$ cat config.mk
export PLATFORM = sky130hd
export DESIGN_NAME = piece_mover
export DESIGN_NICKNAME = d
export VERILOG_FILES = /design/src/rtl/piece_mover.sv
export SDC_FILE = /design/constraint.sdc
export NUM_CORES = 1
export LEC_CHECK = 0
export ABC_AREA = 1
export CORE_MARGIN = 1.5
export CORE_UTILIZATION = 47
export DETAILED_ROUTE_END_ITERATION = 10
export PLACE_DENSITY = 0.8
export SKIP_CTS_REPAIR_TIMING = 1
export SLEW_MARGIN = 20
export SYNTH_ARGS = -nofsm -noshare
export SYNTH_HDL_FRONTEND = slang
export SYNTH_SLANG_ARGS = --single-unit
export TNS_END_PERCENT = 30
$ cat constraint.sdc
create_clock -name clk -period 1.9 [get_ports clk]
set_input_delay 0.285 -clock clk [delete_from_list [all_inputs] [get_ports clk]]
set_output_delay 0.285 -clock clk [all_outputs]
set_load 0.02 [all_outputs]
$ cat src/rtl/piece_mover.sv
// Active-piece movement controller: turns spawn/move commands into candidate placements,
// asks the collision checker, then commits, rejects, locks or reports a failed spawn.
module piece_mover (
  input  logic        clk,
  input  logic        rst,
  input  logic        spawn,
  input  logic [0:15] spawn_pattern,
  input  logic [3:0]  spawn_x,
  input  logic [4:0]  spawn_y,
  input  logic        cmd_valid,
  output logic        cmd_ready,
  input  logic [1:0]  cmd,
  output logic [3:0]  chk_x,
  output logic [4:0]  chk_y,
  output logic [0:15] chk_float,
  input  logic        collision,
  output logic [3:0]  pos_x,
  output logic [4:0]  pos_y,
  output logic [0:15] float,
  output logic        active,
  output logic        move_done,
  output logic        move_ok,
  output logic        lock,
  output logic        spawn_fail
);

  typedef enum logic [1:0] {IDLE, READY, CHECK, EVAL} state_t;
  typedef enum logic [2:0] {OP_LEFT, OP_RIGHT, OP_DOWN, OP_ROT, OP_SPAWN} op_t;

  state_t      state, state_nxt;
  op_t         op, op_nxt;
  logic [3:0]  chk_x_nxt, pos_x_nxt;
  logic [4:0]  chk_y_nxt, pos_y_nxt;
  logic [0:15] chk_float_nxt, float_nxt, rot;
  logic        active_nxt, move_done_nxt, move_ok_nxt, lock_nxt, spawn_fail_nxt;

  // Clockwise rotation of the committed 4x4 pattern.
  for (genvar r = 0; r < 4; r++) begin : g_row
    for (genvar c = 0; c < 4; c++) begin : g_col
      assign rot[r*4+c] = float[c*4+(3-r)];
    end
  end

  assign cmd_ready = (state == READY);

  always_ff @(posedge clk) begin
    if (rst) begin
      state      <= IDLE;
      op         <= OP_LEFT;
      chk_x      <= '0;
      chk_y      <= '0;
      chk_float  <= '0;
      pos_x      <= '0;
      pos_y      <= '0;
      float      <= '0;
      active     <= 1'b0;
      move_done  <= 1'b0;
      move_ok    <= 1'b0;
      lock       <= 1'b0;
      spawn_fail <= 1'b0;
    end else begin
      state      <= state_nxt;
      op         <= op_nxt;
      chk_x      <= chk_x_nxt;
      chk_y      <= chk_y_nxt;
      chk_float  <= chk_float_nxt;
      pos_x      <= pos_x_nxt;
      pos_y      <= pos_y_nxt;
      float      <= float_nxt;
      active     <= active_nxt;
      move_done  <= move_done_nxt;
      move_ok    <= move_ok_nxt;
      lock       <= lock_nxt;
      spawn_fail <= spawn_fail_nxt;
    end
  end

  always_comb begin
    state_nxt      = state;
    op_nxt         = op;
    chk_x_nxt      = chk_x;
    chk_y_nxt      = chk_y;
    chk_float_nxt  = chk_float;
    pos_x_nxt      = pos_x;
    pos_y_nxt      = pos_y;
    float_nxt      = float;
    active_nxt     = active;
    move_done_nxt  = 1'b0;
    move_ok_nxt    = 1'b0;
    lock_nxt       = 1'b0;
    spawn_fail_nxt = 1'b0;
    case (state)
      IDLE: begin
        if (spawn) begin
          chk_x_nxt     = spawn_x;
          chk_y_nxt     = spawn_y;
          chk_float_nxt = spawn_pattern;
          op_nxt        = OP_SPAWN;
          state_nxt     = CHECK;
        end
      end
      READY: begin
        if (cmd_valid) begin
          chk_x_nxt     = pos_x;
          chk_y_nxt     = pos_y;
          chk_float_nxt = float;
          op_nxt        = op_t'({1'b0, cmd});
          // Off-board wraps (0-1) are left for the checker to reject.
          case (cmd)
            2'b00:   chk_x_nxt     = pos_x - 4'd1;
            2'b01:   chk_x_nxt     = pos_x + 4'd1;
            2'b10:   chk_y_nxt     = pos_y - 5'd1;
            default: chk_float_nxt = rot;
          endcase
          state_nxt = CHECK;
        end
      end
      CHECK: state_nxt = EVAL;
      EVAL: begin
        move_done_nxt = 1'b1;
        if (!collision) begin
          pos_x_nxt   = chk_x;
          pos_y_nxt   = chk_y;
          float_nxt   = chk_float;
          move_ok_nxt = 1'b1;
          active_nxt  = 1'b1;
          state_nxt   = READY;
        end else if (op == OP_DOWN) begin
          // Position stays at the last committed placement for the merge stage.
          lock_nxt   = 1'b1;
          active_nxt = 1'b0;
          state_nxt  = IDLE;
        end else if (op == OP_SPAWN) begin
          spawn_fail_nxt = 1'b1;
          state_nxt      = IDLE;
        end else begin
          state_nxt = READY;
        end
      end
      default: state_nxt = IDLE;
    endcase
  end

endmodule

==> impl_metrics.env <==
export IMPL_status="complete, no violations"
export IMPL_required_ps=1620
export IMPL_synthesis_area_sq_mm=0.002892
export IMPL_regToRegSetupSlack_ps=280
export IMPL_synth_xor_area_share_pct=0.6058
export IMPL_yosys_area_share_adder_pct=1.990
export IMPL_p_per_area_mw_per_mm2=847.7
export IMPL_total_power_mw=3.383
export IMPL_syn_to_final_growth_pct=37.99
export IMPL_layout_common_cells="87 x nand2_1, 86 x clkdlybuf4s50_1, 72 x nor2_1, 58 x dfxtp_1, 52 x o21ai_0"
export IMPL_period_share_pct=91.29
export IMPL_layout_drive_gt1_share_pct=10.43
export IMPL_ios=88
export IMPL_dieArea_sq_mm=0.006632
export IMPL_place_gp_congestion=0.8259
export IMPL_antenna_found_initial=0
export IMPL_first_pass_iters=4
export IMPL_post_dp_cell_area_sq_mm=0.003769
export IMPL_min_period_ps=1734
export IMPL_finalSetupViolCount=0
export IMPL_nets=520
export IMPL_max_slew_margin_pct=69.35
export IMPL_crit_end="pos_x[0]"
export IMPL_crit_path_max_incr_delay_ps=650
export IMPL_r2r_cells=6
export IMPL_final_hold_viol_count=0
export IMPL_coreArea_sq_mm=0.005921
export IMPL_final_area_sq_mm=0.003990
export IMPL_cts_root_buf="clkbuf_8"
export IMPL_critPathMaxFanout=6
export IMPL_grt_max_degree=36
export IMPL_cp_depth=1
export IMPL_num_vias=3006
export IMPL_grt_pass1_wl_mm=13.13
export IMPL_synth_top_family_by_area="simple AND/OR/NAND/NOR gates"
export IMPL_drv_slew=0
export IMPL_grt_remaining_overflow=0
export IMPL_cts_buffers=9
export IMPL_yosys_mux_area_fraction_pct=0
export IMPL_crit_family="buffers and inverters"
export IMPL_die_h_um=81.44
export IMPL_synth_seq_cells=60
export IMPL_wire_per_inst_um=14.54
export IMPL_dp_hpwl_mm=5.553
export IMPL_syn_area_per_cell_sq_um=7.302
export IMPL_path_buf_inv=1
export IMPL_rsz0062_at_grt="false"
export IMPL_crit_arrival_ps=1450
export IMPL_netlist_instances=396
export IMPL_drv_cap=0
export IMPL_timing_rr_start="state[0]"
export IMPL_die_w_um=81.44
export IMPL_clock_sinks=60
export IMPL_synth_compound_area_share_pct=20.77
export IMPL_drt_vias_per_instance=5.330
export IMPL_cts_tree="built"
export IMPL_slowest_stage="clkdlybuf4s50_1"
export IMPL_drt_iter0_drc=187
export IMPL_hp_class="reg -> reg"
export IMPL_crit_chain="clkdlybuf4s50_1"
export IMPL_clk_pin_slew_worst_paths_ps=70
export IMPL_worstSetupPathType="reg -> out"
export IMPL_r2r_end="pos_y[0]"
export IMPL_portBuffers=87
export IMPL_start_util_pct=48.84
export IMPL_final_antenna_net_count=0
export IMPL_drc_errors=0
export IMPL_antenna_cells=0
export IMPL_rows=28
export IMPL_grtUsageTotal_pct=26.17
export IMPL_synth_warnings=0
export IMPL_yosys_area_share_simple_pct=25.40
export IMPL_routed_wl_mm=8.203
export IMPL_yosysSeqAreaShare_pct=41.54
export IMPL_cp_end_kind="output port"
export IMPL_clockBufferDepth=2
export IMPL_worst_slew_pin_slew_ps=458.0
export IMPL_critPathLaunch="pos_x[0]"
export IMPL_yosysTopAreaCellShare_pct=41.54
export IMPL_fmax_mhz=576.5
export IMPL_final_common_cell="nand2_1"
export IMPL_grt_pass1_vias=2814
export IMPL_clkLatencyLatePin_ps=330
export IMPL_synth_nets=432
export IMPL_start_kind="flop"
export IMPL_yosysTopAreaCell="dfxtp_1"
export IMPL_p_leak_nw=1.625
export IMPL_ys_types=32
export IMPL_ir_worst_vdd_uv=516.3
export IMPL_clock_skew_ps=3.161
export IMPL_yosys_top_cells_area="dfxtp_1 42%, nand2_1 11%, nor2_1 9.3%"
export IMPL_cts_htree_levels=3
## worst reg2reg max path, delay by kind of cell (launching register included)
| kind | cells | cell delay, ps |
|---|---|---|
| buffers and inverters | 2 | 430 |
| flip-flops | 1 | 420 |
| AND/OR/NAND/NOR | 2 | 350 |
| AO/OA/AOI/OAI | 2 | 300 |
## through the flow
stage	util (%)	cells	TNS [ps]	setup slack [ps]	hold WS (ps)
after floorplan	-	396	0	370.1	369.1
final	67.39	564	0	165.5	485.6
after detailed placement	63.65	548	0	15.08	474.0
after CTS	67.31	564	-66.66	-66.66	484.1
after global placement	63.65	548	0	62.34	465.3
after global routing	67.39	564	0	115.1	505.2
## registers in the layout, summed over array words and instances, names as in the netlist
register    cells
chk_float      16
chk_y           5
op              3
pos_x           4
active          1
float          16
spawn_fail      1
lock            1
chk_x           4
pos_y           5
state           2
move_ok         1
move_done       1
## synth_stat cells
master	count
buf_1	1
nor2_8	1
a211oi_2	2
buf_2	1
clkbuf_1	3
inv_1	16
nand2_2	1
fa_1	1
a31oi_1	14
o21ai_0	52
o21ai_4	1
a311oi_1	1
xor2_1	2
buf_6	12
ha_1	3
nor2_1	72
a21oi_4	1
a21oi_1	27
nand4_1	2
nand2_1	87
a21oi_2	3
nor2_2	3
buf_4	3
nand2_4	2
clkbuf_2	1
inv_4	3
o21ai_1	5
dfxtp_1	60
or2_2	1
inv_2	5
nand3_1	9
nor2b_1	1
## final cells by class
type	count	area, sq um
Multi-Input combinational cell	291	1410
Fill cell	540	1931
Sequential cell	60	1204
Clock buffer	11	141.4
Tap cell	75	93.84
Inverter	24	97.59
Clock inverter	5	75.07
Timing Repair Buffer	98	968.4
## worst min path at each step
stage          startpoint        end  cells past startpoint  slack (ps)
6_report        float[11]  float[11]                      2         490
2_1_floorplan         rst  move_done                      1         370
4_1_cts          chk_y[4]   chk_y[4]                      2         480
3_3_place_gp     float[2]   float[2]                      2         470
3_5_place_dp     chk_y[4]   chk_y[4]                      2         470
5_1_grt         float[11]  float[11]                      2         510
## metal layers
metal | track usage [%] | part of all wire [%] | up-vias
met4 | 10.00 | 1.1 | 0
met5 | 0 | 0 | -
met3 | 5.333 | 6.4 | 11
met1 | 32.83 | 45 | 1422
li1 | - | - | 1474
met2 | 44.05 | 48 | 99
## logic make-up after synthesis
logic type	count (synthesis)
AO/OA/AOI/OAI	106
buffers and inverters	45
adder cells (fa/ha/maj)	4
AND/OR/NAND/NOR	179
XOR/XNOR	2
flip-flops	60
## where the power goes
part	leakage [nW]	switching (mW)	internal, mW	total, mW
registers	0.490	0.0732	1.34	1.41
logic	1.02	0.400	0.310	0.710
clock network	0.113	0.492	0.768	1.26
Power figures use the tool's default switching activity.
